==> src/rtl/fetch_pkg.sv <==
// Shared definitions for the instruction prefetch unit: FSM state encoding
// and default parameter values.
package fetch_pkg;

  typedef enum logic [1:0] {
    S_IDLE    = 2'd0,
    S_WAIT    = 2'd1,
    S_DISCARD = 2'd2
  } fetch_state_e;

  localparam int DEF_PC_W     = 10;
  localparam int DEF_INSTR_W  = 16;
  localparam int DEF_DEPTH    = 4;
  localparam int DEF_RESET_PC = 0;

endpackage

==> src/rtl/fetch_fifo.sv <==
// Synchronous FIFO holding {pc, instruction} pairs; flush clears it in one
// cycle and takes priority over a simultaneous push or pop.
module fetch_fifo #(
  parameter int W     = 26,
  parameter int DEPTH = 4
) (
  input  logic                     i_clk,
  input  logic                     i_reset,
  input  logic                     i_push,
  input  logic [W-1:0]             i_data,
  input  logic                     i_pop,
  input  logic                     i_flush,
  output logic [$clog2(DEPTH):0]   o_count,
  output logic [W-1:0]             o_head
);

  localparam int AW = $clog2(DEPTH);
  localparam logic [AW:0] FULL_CNT = (AW+1)'(DEPTH);

  logic [W-1:0]  r_mem [DEPTH];
  logic [AW-1:0] r_wr_ptr;
  logic [AW-1:0] r_rd_ptr;
  logic [AW:0]   r_count;
  logic          w_push;
  logic          w_pop;

  assign w_pop  = i_pop && (r_count != '0);
  assign w_push = i_push && ((r_count != FULL_CNT) || w_pop);

  always_ff @(posedge i_clk) begin
    if (i_reset || i_flush) begin
      r_wr_ptr <= '0;
      r_rd_ptr <= '0;
      r_count  <= '0;
    end else begin
      if (w_push) r_wr_ptr <= r_wr_ptr + AW'(1);
      if (w_pop)  r_rd_ptr <= r_rd_ptr + AW'(1);
      case ({w_push, w_pop})
        2'b10:   r_count <= r_count + (AW+1)'(1);
        2'b01:   r_count <= r_count - (AW+1)'(1);
        default: r_count <= r_count;
      endcase
    end
  end

  always_ff @(posedge i_clk) begin
    if (w_push && !i_flush && !i_reset) r_mem[r_wr_ptr] <= i_data;
  end

  assign o_head  = r_mem[r_rd_ptr];
  assign o_count = r_count;

endmodule

==> src/rtl/prefetch_unit.sv <==
// Instruction prefetcher: single-outstanding fetch FSM feeding a small queue,
// with jump/branch redirects that flush the queue and drop stale responses.
module prefetch_unit
  import fetch_pkg::*;
#(
  parameter int              PC_W     = DEF_PC_W,
  parameter int              INSTR_W  = DEF_INSTR_W,
  parameter int              DEPTH    = DEF_DEPTH,
  parameter logic [PC_W-1:0] RESET_PC = PC_W'(DEF_RESET_PC)
) (
  input  logic               clk,
  input  logic               reset,
  input  logic               halted,
  input  logic               jump,
  input  logic               branch,
  input  logic [PC_W-1:0]    jump_target,
  input  logic [PC_W-1:0]    branch_addr,
  output logic               imem_req,
  output logic [PC_W-1:0]    imem_addr,
  input  logic               imem_ready,
  input  logic               imem_rvalid,
  input  logic [INSTR_W-1:0] imem_rdata,
  output logic               instr_valid,
  output logic [INSTR_W-1:0] instr,
  output logic [PC_W-1:0]    instr_pc,
  input  logic               instr_ready
);

  localparam int CW = $clog2(DEPTH) + 1;
  localparam logic [CW-1:0] FULL_CNT = CW'(DEPTH);

  fetch_state_e            r_state;
  fetch_state_e            w_state_nxt;
  logic [PC_W-1:0]         r_pc;
  logic [PC_W-1:0]         r_tag;
  logic [PC_W-1:0]         w_redirect_pc;
  logic                    w_redirect;
  logic                    w_accept;
  logic                    w_push;
  logic                    w_pop;
  logic [CW-1:0]           w_count;
  logic [PC_W+INSTR_W-1:0] w_head;

  assign w_redirect    = jump || branch;
  assign w_redirect_pc = jump ? jump_target : branch_addr;

  // Issue is suppressed during reset and in any redirect cycle so the new
  // target is presented on the following cycle.
  assign imem_req  = !reset && (r_state == S_IDLE) && !halted && !w_redirect &&
                     (w_count < FULL_CNT);
  assign imem_addr = r_pc;
  assign w_accept  = imem_req && imem_ready;
  assign w_push    = !reset && (r_state == S_WAIT) && imem_rvalid && !w_redirect;
  assign w_pop     = instr_valid && instr_ready;

  always_ff @(posedge clk) begin
    if (reset) r_state <= S_IDLE;
    else       r_state <= w_state_nxt;
  end

  always_comb begin
    w_state_nxt = r_state;
    case (r_state)
      S_IDLE: begin
        if (w_accept) w_state_nxt = S_WAIT;
        else          w_state_nxt = S_IDLE;
      end
      S_WAIT: begin
        if (w_redirect)       w_state_nxt = S_DISCARD;
        else if (imem_rvalid) w_state_nxt = S_IDLE;
        else                  w_state_nxt = S_WAIT;
      end
      S_DISCARD: begin
        if (imem_rvalid) w_state_nxt = S_IDLE;
        else             w_state_nxt = S_DISCARD;
      end
      default: w_state_nxt = S_IDLE;
    endcase
  end

  always_ff @(posedge clk) begin
    if (reset) begin
      r_pc  <= RESET_PC;
      r_tag <= RESET_PC;
    end else if (w_redirect) begin
      r_pc <= w_redirect_pc;
    end else if (w_accept) begin
      r_pc  <= r_pc + PC_W'(1);
      r_tag <= r_pc;
    end
  end

  fetch_fifo #(
    .W     (PC_W + INSTR_W),
    .DEPTH (DEPTH)
  ) u_fifo (
    .i_clk   (clk),
    .i_reset (reset),
    .i_push  (w_push),
    .i_data  ({r_tag, imem_rdata}),
    .i_pop   (w_pop),
    .i_flush (w_redirect),
    .o_count (w_count),
    .o_head  (w_head)
  );

  assign instr_valid = (w_count != '0);
  assign instr       = w_head[INSTR_W-1:0];
  assign instr_pc    = w_head[PC_W+INSTR_W-1:INSTR_W];

endmodule

==> config.mk <==
export PLATFORM = sky130hd
export DESIGN_NAME = prefetch_unit
export DESIGN_NICKNAME = d
export VERILOG_FILES = /design/src/rtl/fetch_pkg.sv /design/src/rtl/fetch_fifo.sv /design/src/rtl/prefetch_unit.sv
export SDC_FILE = /design/constraint.sdc
export NUM_CORES = 1
export LEC_CHECK = 0
export CAP_MARGIN = 30
export CORE_MARGIN = 5
export CORE_UTILIZATION = 58
export DETAILED_ROUTE_END_ITERATION = 10
export PLACE_DENSITY_LB_ADDON = 0.25
export SYNTH_ARGS = -nofsm -noshare
export SYNTH_HDL_FRONTEND = slang
export SYNTH_SLANG_ARGS = --single-unit
==> constraint.sdc <==
create_clock -name clk -period 6.8 [get_ports clk]
set_input_delay 1.36 -clock clk [delete_from_list [all_inputs] [get_ports clk]]
set_output_delay 1.36 -clock clk [all_outputs]
set_load 0.01 [all_outputs]
### Yosys cells after proc, flatten, opt, wreduce, memory -nomap -nowiden

Memory sizes are Yosys's and may differ from the RTL's. A register that Yosys moved wholly into a read port is not among the register bits.
Index checks and enable logic that the tools add are counted.

| storage, ports and cells | value |
|---|---|
| register bits after elaboration | 29 |
| RAM bits | 104 |
| bits of input ports | 44 |
| output and inout port bits | 38 |
| logic and storage cells | 56 |
| memories kept | 1 |

Memory list:

| name | depth | bits a word | read ports | clocked after Yosys merged registers in | wr ports | RTL line | RTL |
|---|---|---|---|---|---|---|---|
| u_fifo.r_mem | 4 | 26 | 1 | 1 | 1 | fetch_fifo.sv:20 | `logic [W-1:0] r_mem [DEPTH];` |

| cells by class | value |
|---|---|
| $add $sub $neg | 5 |
| magnitude comparators | 1 |
| equality and inequality tests | 5 |
| multiplexer cells | 13 |
| bitwise operators | 1 |
| reductions and logical operators | 24 |

Operator list:

| operator | count |
|---|---|
| 10-bit two-way mux | 3 |
| 1-bit logical AND | 13 |
| 10-bit by 1-bit adder with 10-bit output, second input constant | 1 |
| 2-bit two-way mux | 4 |
| 2-bit one-hot mux with 3 select lines | 1 |
| 3-bit one-hot mux with 2 select lines | 1 |
| 2-bit by 1-bit adder with 2-bit output, second input constant | 2 |
| 2-bit by 1-bit equality test with 1-bit output, second input constant | 2 |
| 2-bit equality test, second input constant | 2 |
| 1-bit two-way mux | 4 |
| 2-bit nonzero test | 2 |
| 3-bit by 1-bit adder with 3-bit output, second input constant | 1 |
| 1-bit zero test | 3 |
| 1-bit logical OR | 3 |
| 3-bit less-than comparator, second input constant | 1 |
| 3-bit inequality test, second input constant | 1 |
| 3-bit nonzero test | 1 |
| 3-bit by 1-bit subtractor with 3-bit output, second input constant | 1 |
| 2-bit zero test | 1 |
| 2-bit AND reduction | 1 |
| 1-bit inverter | 1 |

### Depth between registers and ports, before layout

Gate-level depths: netlist of the first run.

| depth | value |
|---|---|
| depth after elaboration | 9 |
| mapped depth | 9 |
| mapped depth without buffers | 7 |

### Hierarchy

From an unflattened synthesis of the first run, not the netlist that was laid out.

| unflattened totals | value |
|---|---|
| cells, all modules | 323 |
| area total of the unflattened synthesis | 5398.9 um2 |

Modules (own cells, without submodules):

| module | times used | cells each | area an instance (um2) | sequential area each (um2) |
|---|---|---|---|---|
| fetch_fifo | 1 | 192 | 4287.9 | 3303.2 |
| prefetch_unit | 1 | 131 | 1111.1 | 440.4 |

### Worst setup path before layout of the first run

OpenSTA, ideal clock, no wires.

| path | value |
|---|---|
| kind | input port to output port |
| from | input port jump |
| to | output port imem_req |
| arrival time | 2.358 ns |
| data required time | 5.440 ns |
| path slack | 3.082 ns |
| cell stages on the path | 5 |
| buffers on the path | 3 |
| cell sequence | buf_2 or3_1 buf_2 clkbuf_1 nor2_1 |

| on the way | value |
|---|---|
| cells in the longest elaborated chain, start to end | 4 |

RTL lines:

| element | RTL line | RTL |
|---|---|---|
| from (decl) | prefetch_unit.sv:14 | `input logic jump,` |
| 1-bit logical OR | prefetch_unit.sv:44 | `assign w_redirect = jump \|\| branch;` |
| 1-bit zero test | prefetch_unit.sv:49 | `assign imem_req = !reset && (r_state == S_IDLE) && !halted && !w_redirect &&` |
| 1-bit logical AND (2 in a row) | prefetch_unit.sv:49 |  |
| to (decl) | prefetch_unit.sv:18 | `output logic imem_req,` |

Every way passes these cells.

### Worst setup path after layout of the first run

| path | value |
|---|---|
| from | input port reset |
| to | output port imem_req |

| on the way | value |
|---|---|
| cells in the longest elaborated chain, start to end | 5 |

RTL lines:

| element | RTL line | RTL |
|---|---|---|
| from (decl) | prefetch_unit.sv:12 | `input logic reset,` |
| 1-bit zero test | prefetch_unit.sv:49 |  |
| 1-bit logical AND (4 in a row) | prefetch_unit.sv:49 |  |

Every way passes these cells.

==> run_results.csv, run 1 <==
group,metric,value,unit
hold_path,hold_depth,0,
worst_setup_path,reg2reg_from,"u_fifo.o_count[2]$_SDFFE_PP0P_",
layout,diodes,0,
logic_synthesis,synth_mux_area_share,13.4,%
logic_synthesis,synthArstFlopShare,0,%
die,core_region_area,9200,µm²
logic_synthesis,yosysWarnings,0,
die,initial_utilization,59.0,%
placement,routabilityCongestion,0.800,
worst_setup_path,r2r_slack,4.50,ns
job,cap_violations,0,
sta,finalCritPeriodShare,75.5,%
logic_synthesis,synthCells,328,
logic_synthesis,synth-edff-count,104,
logic_synthesis,avgSynthCellArea,16.6,µm²
sta,fin_worst_skew,0.00753,ns
drt,drt_iter0_drc,149,
layout,area_growth,27.7,%
hold_path,min-delay-start,"r_tag[9]$_SDFFE_PP0P_",
sta,worst_slew_pin_slew,0.929,ns
sta,fmax,0.195,GHz
drt,ant_nets,0,
sta,drv_slew,0,
drt,via_count,3221,
logic_synthesis,yosysSeqAreaShare,68.9,%
sta,setup_viol,0,
pwr,swShare,20.9,%
placement,place_inst,510,
logic_synthesis,synthAdderAreaFrac,1.52,%
hold_path,hold_class,"register to register",
worst_setup_path,worst_setup_path_end_kind,"output pin",
logic_synthesis,synth_xor_area_share,0.484,%
sta,fin_tns_setup,0,ns
drt,routed-wl-met2,5280,µm
placement,dp_hpwl,6630,µm
clocking,cts_sinks,135,
drt,routed_wl,10800,µm
clocking,cts_made_buffers,17,
logic_synthesis,ys_types,49,
grt,grt_max_degree,27,
die,die_x,107,µm
clocking,ctsHoldBuffers,0,
worst_setup_path,start_kind,"primary input",
logic_synthesis,synth_nets,378,
worst_setup_path,path_class,"primary input to output pin",
pwr,peakVddDrop,143,µV
die,placementRows,35,
worst_setup_path,crit_fanout,22,
pwr,seq_power_share,48.8,%
logic_synthesis,syn-cell-area,5430,µm²
logic_synthesis,synth_top_family_by_area,"multiplexers",
clocking,cts_buffer_depth,2,
drt,drt-met1-wl,4670,µm
grt,grt.overflow.total,0,
grt,grt_pass1_wl,17600,µm
logic_synthesis,synth-simple-area-share,6.41,%
worst_setup_path,critical_path_arrival,3.78,ns
layout,final_cell_mix,"edfxtp_1, clkdlybuf4s50_1, dfxtp_1",
layout,final_common_cell,"edfxtp_1",
clocking,clk_pin_slew,0.06,ns
grt,grt_pass1_vias,3403,
sta,period_needed,5.14,ns
grt,grt_usage,20.6,%
clocking,clkLatencyLatePin,0.52,ns
status,status,"finished clean",
logic_synthesis,synth_compound_area_share,7.17,%
sta,grt_setup_unrepaired,"false",
pwr,p_int,1.45,mW
sta,hold_viol,0,
worst_setup_path,rr_worst_depth,4,
layout,nets,469,
drt,vias_per_cell,5.93,
worst_setup_path,r2r_end,"r_tag[8]$_SDFFE_PP0P_",
drt,first_pass_iters,5,
sta,maxSlewHeadroom,38.1,%
logic_synthesis,ys.flop_type,"edfxtp_1",
grt,antenna_found_initial,0,
worst_setup_path,worstPathRequired,5.44,ns
placement,pre_cts_ws,1.75,ns
clocking,cts.htree.levels,4,
sta,fin_hold_ws,0.517,ns
pwr,p_switching,383,µW
pwr,power.density,265,nW/µm²
pwr,comb_power_share,3.9,%
drt,drt-wirelength-per-cell,19.8,µm
drt,drc,0,
layout,drive_gt1_share,16.2,%
die,io_pins,82,
clocking,cts_resized,0,
hold_path,min_to,"u_fifo.r_mem[3][25]$_DFFE_PP_",
placement,io_buffers,81,
drt,highest_layer,"met4",
die,die_h,107,µm
pwr,leakage,2.30,nW
logic_synthesis,synth.ff_latch_count,135,
die,die-area,11400,µm²
sta,worst_slack,1.66,ns
drt,route.met3.wl,697,µm
clocking,cts_tree,"done",
clocking,cts_root_buf,"clkbuf_8",
pwr,p_clk_share,47.3,%
layout,fin_cells,543,
clocking,post_cts_buffers,0,
[cell usage after synthesis (2+ instances only)]
| cell | count | area share, % |
|---|---|---|
| nor2_1 | 26 | 1.8 |
| nand4_1 | 3 | 0.35 |
| nor2b_1 | 2 | 0.23 |
| a221oi_1 | 2 | 0.32 |
| and2_1 | 4 | 0.46 |
| o221a_2 | 2 | 0.41 |
| nand3b_1 | 2 | 0.28 |
| xnor2_1 | 2 | 0.32 |
| a21oi_1 | 3 | 0.28 |
| a22o_1 | 6 | 0.97 |
| o31ai_1 | 2 | 0.28 |
| a31oi_1 | 2 | 0.23 |
| nand2_1 | 11 | 0.76 |
| o21ai_0 | 5 | 0.46 |
| a21boi_0 | 2 | 0.28 |
| mux2i_1 | 14 | 2.6 |
| mux4_2 | 26 | 11 |
| a22oi_1 | 4 | 0.55 |
| or3_1 | 2 | 0.23 |
| inv_1 | 12 | 0.83 |
| or4_4 | 2 | 0.41 |
| a211oi_1 | 2 | 0.28 |
| nor3_1 | 7 | 0.65 |
| ha_1 | 5 | 1.2 |
| o211ai_1 | 2 | 0.28 |
| edfxtp_1 | 104 | 58 |
| buf_2 | 5 | 0.46 |
| o31a_1 | 3 | 0.48 |
| nand3_1 | 5 | 0.46 |
| clkbuf_1 | 9 | 0.62 |
| dfxtp_1 | 31 | 11 |
| o21a_1 | 4 | 0.55 |
[how the worst max path moves through the flow]
stage	cells after the start	endpoint	start	slack [ns]
after floorplan	5	imem_req	jump	3.08
after detailed placement	4	imem_req	reset	1.75
after global placement	4	imem_req	reset	1.75
final	4	imem_req	reset	1.66
after global routing	4	imem_req	reset	1.52
after CTS	4	imem_req	reset	1.70
[kinds of logic after synthesis]
logic type | after synthesis
AOI/OAI and AO/OA | 49
xor gates and xnor gates | 3
adders and majority gates | 6
buffers and inverters | 27
DFF | 135
muxes | 40
and+or+nand+nor | 68
[cell type report]
type                    instances  area (µm²)
clock inverters                13         148
repair buffers                 87         863
multi-input cells             166        1570
well taps                     111         139
clock buffers                  19         422
inverters                      12        45.0
flip-flops and latches        135        3740
fillers                       558        2260
[critical path: stages]
cell,delay [ns]
clkdlybuf4s50_1,0.86
or3_1,0.81
nor2_1,0.19
clkdlybuf4s50_1,0.55
[registers in the layout (all words and copies together) (netlist names), named ones only]
register         cells
u_fifo.r_mem       104
imem_addr           10
u_fifo.r_rd_ptr      2
u_fifo.o_count       3
r_tag               10
u_fifo.r_wr_ptr      2
r_state              2
[through the flow]
step | power, mW | util, % | area (µm²)
finish | 1.84 | 75.4 | 6930
global route | 1.90 | 75.4 | 6930
CTS | 1.85 | 75.2 | 6920
detailed placement | 0.984 | 69.0 | 6350
global placement | 0.983 | 69.0 | 6350
floorplan | 0.940 | - | 5430
[layer usage]
metal / track usage (%) / up-vias
met2: 32.7 / 118
li1: - / 1495
met1: 26.5 / 1596
met5: 0 / -
met4: 7.76 / 0
met3: 7.04 / 12
[power groups by stage]
stage | Clock (mW) | Combinational (mW) | Sequential (mW)
after detailed placement | 0 | 0.0718 | 0.912
after global placement | 0 | 0.0703 | 0.912
after global routing | 0.926 | 0.0786 | 0.896
after floorplan | 0 | 0.0274 | 0.913
final | 0.869 | 0.0724 | 0.896
after CTS | 0.881 | 0.0726 | 0.895
Note: power is estimated with default switching activity, not from simulation.
==> run 2, diff against run 1 <==
CORE_UTILIZATION = 48   (was 58)
clock period = 4.55 ns   (was 6.8 ns; I/O delays follow)
==> run_results.csv, run 2 (same netlist as run 1, synthesis figures left out) <==
group,metric,value,unit
drt,drt-wirelength-per-cell,17.9,µm
sta,finalCritPeriodShare,84.3,%
clocking,cts.htree.levels,4,
sta,fin_hold_ws,0.506,ns
die,core_region_area,11000,µm²
layout,area_growth,29.4,%
placement,io_buffers,81,
layout,largest_register_ff_count,104,
sta,grt_setup_unrepaired,"false",
status,status,"finished clean",
pwr,comb_power_share,3.9,%
pwr,leakage,2.33,nW
drt,first_pass_iters,4,
worst_setup_path,path_class,"primary input to output pin",
clocking,cts_made_buffers,17,
sta,period_needed,3.84,ns
pwr,peakVddDrop,337,µV
layout,final_cell_mix,"edfxtp_1, clkdlybuf4s50_1, dfxtp_1",
grt,grt.overflow.total,0,
die,die_x,116,µm
sta,drv_slew,0,
clocking,clk_pin_slew,0.05,ns
placement,postPlaceCellArea,6400,µm²
pwr,p_int,2.25,mW
clocking,cts_sinks,135,
clocking,cts_resized,0,
worst_setup_path,worst_setup_path_end_kind,"output pin",
worst_setup_path,critical_path_arrival,2.93,ns
clocking,ctsHoldBuffers,0,
die,placementRows,38,
worst_setup_path,worstPathCellList,"clkdlybuf4s50_1, or3_1, nor2_1, clkdlybuf4s50_1",
pwr,seq_power_share,47.6,%
sta,fin_worst_skew,0.00783,ns
die,die-area,13500,µm²
grt,grt_pass1_vias,3294,
sta,fmax,0.261,GHz
die,die_h,116,µm
placement,routabilityCongestion,0.810,
placement,place_inst,541,
drt,routed_wl,10300,µm
die,initial_utilization,49.4,%
job,cap_violations,0,
sta,maxSlewHeadroom,50.0,%
pwr,p_total,2.81,mW
placement,pre_cts_ws,0.718,ns
worst_setup_path,cpMostUsedCell,"clkdlybuf4s50_1",
grt,grt_usage,16.7,%
worst_setup_path,crit_fanout,16,
sta,worst_slew_pin_slew,0.744,ns
grt,antenna_found_initial,0,
sta,hold_viol,0,
clocking,clkLatencyLatePin,0.41,ns
drt,vias_per_cell,5.47,
layout,drive_gt1_share,16.8,%
grt,grt_max_degree,27,
worst_setup_path,critPathMaxStageDelay,0.68,ns
clocking,cts_tree,"done",
pwr,swShare,19.8,%
sta,fin_tns_setup,0,ns
worst_setup_path,cp_slowest_cell,"or3_1",
worst_setup_path,start_kind,"primary input",
sta,worst_slack,0.714,ns
layout,diodes,0,
layout,fin_area,7030,µm²
layout,post-route-util,64.0,%
grt,grt_pass1_wl,16900,µm
drt,drc,0,
worst_setup_path,worstPathRequired,3.64,ns
placement,dp_hpwl,6540,µm
clocking,post_cts_buffers,0,
clocking,cts_buffer_depth,2,
layout,fin_cells,574,
pwr,power.density,400,nW/µm²
layout,final_common_cell,"edfxtp_1",
die,io_pins,82,
clocking,cts_root_buf,"clkbuf_16",
pwr,p_switching,558,µW
drt,ant_nets,0,
hold_path,hold_class,"register to register",
drt,via_count,3138,
layout,nets,471,
layout,max_flop_register,"u_fifo.r_mem",
drt,drt_iter0_drc,275,
pwr,p_clk_share,48.5,%
sta,setup_viol,0,
[run 2: cell types whose count changed in the layout (fill, tap and decap cells not counted)]
| cell | before | now |
|---|---|---|
| buf_12 | 0 | 1 |
| buf_4 | 5 | 7 |
| buf_8 | 1 | 0 |
| bufinv_16 | 2 | 3 |
| clkbuf_1 | 2 | 1 |
| clkbuf_16 | 16 | 17 |
| clkbuf_8 | 1 | 0 |
| clkinv_4 | 3 | 5 |
| inv_6 | 3 | 1 |
[run 2: power by group through the flow]
stage	logic (mW)	registers, mW	clock network, mW
3_5_place_dp	0.109	1.36	0
6_report	0.109	1.34	1.36
2_1_floorplan	0.0409	1.36	0
5_1_grt	0.119	1.34	1.46
3_3_place_gp	0.107	1.36	0
4_1_cts	0.109	1.34	1.39
[run 2: layout make-up]
class / count / area, µm²
fillers: 788 / 3960
flip-flops and latches: 135 / 3740
clock buffers: 18 / 429
clock inverters: 14 / 178
inverters: 12 / 45.0
multi-input cells: 166 / 1570
well taps: 140 / 175
repair buffers: 89 / 883
[run 2: path summary, 6_finish.rpt]
check,from,to,slack [ns],cells past startpoint
min,r_tag[4]$_SDFFE_PP0P_,u_fifo.r_mem[3][20]$_DFFE_PP_,0.51,0
max reg2reg,r_state[1]$_SDFF_PP0_,u_fifo.r_mem[3][24]$_DFFE_PP_,2.34,4
max,branch,imem_req,0.71,4
min reg2reg,r_tag[4]$_SDFFE_PP0P_,u_fifo.r_mem[3][20]$_DFFE_PP_,0.51,0
[run 2: worst max-delay path, delay by kind of cell]
family,cells,cell delay (ns)
simple gates,2,0.87
buf+inv,2,1.14
[run 2: per-layer routing]
metal | vias up | track usage [%] | routed length, µm
li1 | 1499 | - | -
met1 | 1536 | 21.6 | 4490
met2 | 95 | 26.1 | 5000
met3 | 8 | 6.32 | 694
met4 | 0 | 5.57 | 87
met5 | - | 0 | 0
==> run 3, diff against run 2 <==
clock period = 3.4 ns   (was 4.55 ns; I/O delays follow)
==> run_results.csv, run 3 (same netlist as run 1, synthesis figures left out) <==
group,metric,value,unit
sta,finalCritPeriodShare,89.9,%
grt,grt_max_degree,27,
layout,final_common_cell,"edfxtp_1",
clocking,cts_tree,"done",
sta,fin_tns_setup,0,ns
drt,ant_nets,0,
grt,grt.overflow.total,0,
grt,grt_usage,16.8,%
status,status,"finished clean",
sta,fmax,0.327,GHz
worst_setup_path,path_class,"register to output pin",
clocking,cts_buffer_depth,2,
die,placementRows,38,
sta,fin_hold_ws,0.505,ns
die,core_region_area,11000,µm²
worst_setup_path,start_kind,"register",
die,initial_utilization,49.4,%
drt,via_count,3173,
sta,fin_worst_skew,0.00983,ns
worst_setup_path,crit_fanout,13,
die,die-area,13500,µm²
clocking,cts_sinks,135,
layout,post-route-util,64.4,%
sta,setup_viol,0,
layout,largest_register_ff_count,104,
grt,antenna_found_initial,0,
clocking,ctsHoldBuffers,0,
job,cap_violations,0,
die,io_pins,82,
sta,maxSlewHeadroom,42.1,%
placement,dp_hpwl,6900,µm
pwr,power.density,526,nW/µm²
placement,io_buffers,81,
sta,period_needed,3.05,ns
die,die_h,116,µm
placement,routabilityCongestion,0.780,
worst_setup_path,worstPathRequired,2.72,ns
grt,grt_pass1_vias,3395,
drt,drt_iter0_drc,232,
clocking,post_cts_buffers,0,
pwr,peakVddDrop,388,µV
worst_setup_path,critical_path_arrival,2.37,ns
layout,area_growth,30.3,%
sta,grt_setup_unrepaired,"false",
layout,final_cell_mix,"edfxtp_1, clkdlybuf4s50_1, dfxtp_1",
sta,worst_slew_pin_slew,0.863,ns
drt,drt-wirelength-per-cell,18.1,µm
layout,drive_gt1_share,17.3,%
layout,max_flop_register,"u_fifo.r_mem",
layout,fin_area,7080,µm²
clocking,clkLatencyLatePin,0.40,ns
sta,drv_slew,0,
worst_setup_path,worst_setup_path_end_kind,"output pin",
drt,routed_wl,10500,µm
placement,postPlaceCellArea,6490,µm²
layout,nets,477,
sta,hold_viol,0,
die,die_x,116,µm
layout,diodes,0,
drt,drc,0,
hold_path,hold_class,"register to register",
clocking,cts.htree.levels,4,
clocking,clk_pin_slew,0.05,ns
clocking,cts_made_buffers,17,
drt,vias_per_cell,5.47,
pwr,leakage,2.35,nW
grt,grt_pass1_wl,17000,µm
clocking,cts_root_buf,"clkbuf_16",
drt,first_pass_iters,4,
clocking,cts_resized,0,
==> run 3: changes by cell type in the layout (fill, tap and decap cells not counted), sizes merged <==
| cell | before | now |
|---|---|---|
| clkbuf | 18 | 19 |
| clkinv | 6 | 4 |
| clkinvlp | 4 | 5 |
| buf | 8 | 14 |
==> run 3: worst max-delay path, stage by stage (launching register included) <==
cell             delay, ns
dfxtp_2               0.61
buf_4                 0.33
mux4_2                0.54
clkdlybuf4s50_1       0.49
==> run 3: report_power, final <==
part	internal (mW)	leakage [nW]	total [mW]	switching, mW
clock	1.15	0.270	1.78	0.636
combinational	0.0860	0.939	0.148	0.0625
sequential	1.78	1.14	1.79	0.0154
total	3.01	2.35	3.72	0.714
==> run 3: final timing paths <==
| path | startpoint | end | slack (ns) | cells past startpoint |
|---|---|---|---|---|
| setup / recovery | register | instr[3] | 0.35 | 3 |
| hold / removal | r_tag[7]$_SDFFE_PP0P_ | u_fifo.r_mem[1][23]$_DFFE_PP_ | 0.50 | 0 |
| setup reg to reg | u_fifo.o_count[2]$_SDFFE_PP0P_ | u_fifo.o_count[2]$_SDFFE_PP0P_ | 1.22 | 7 |
| hold reg to reg | r_tag[7]$_SDFFE_PP0P_ | u_fifo.r_mem[1][23]$_DFFE_PP_ | 0.50 | 0 |
==> run 3: cell type report <==
type | count | area, µm²
fill | 806 | 3910
tap | 140 | 175
sequential | 135 | 3740
inverter | 12 | 45.0
clock buffer | 19 | 433
multi-input combinational | 166 | 1570
timing repair buffer | 95 | 953
clock inverter | 13 | 154
==> run 3: through the flow <==
stage / power, mW / cells / setup WS [ns]
global placement: 1.97 / 548 / 0.416
CTS: 3.76 / 580 / 0.260
finish: 3.72 / 580 / 0.345
detailed placement: 1.97 / 548 / 0.372
floorplan: 1.88 / 328 / 0.658
global route: 3.86 / 580 / 0.169
==> run 3: routing by layer <==
layer | wire (µm) | up-vias | global-route usage [%]
li1 | - | 1509 | -
met1 | 4440 | 1547 | 20.7
met2 | 5150 | 106 | 27.5
met3 | 772 | 11 | 6.37
met4 | 119 | 0 | 5.34
met5 | 0 | - | 0
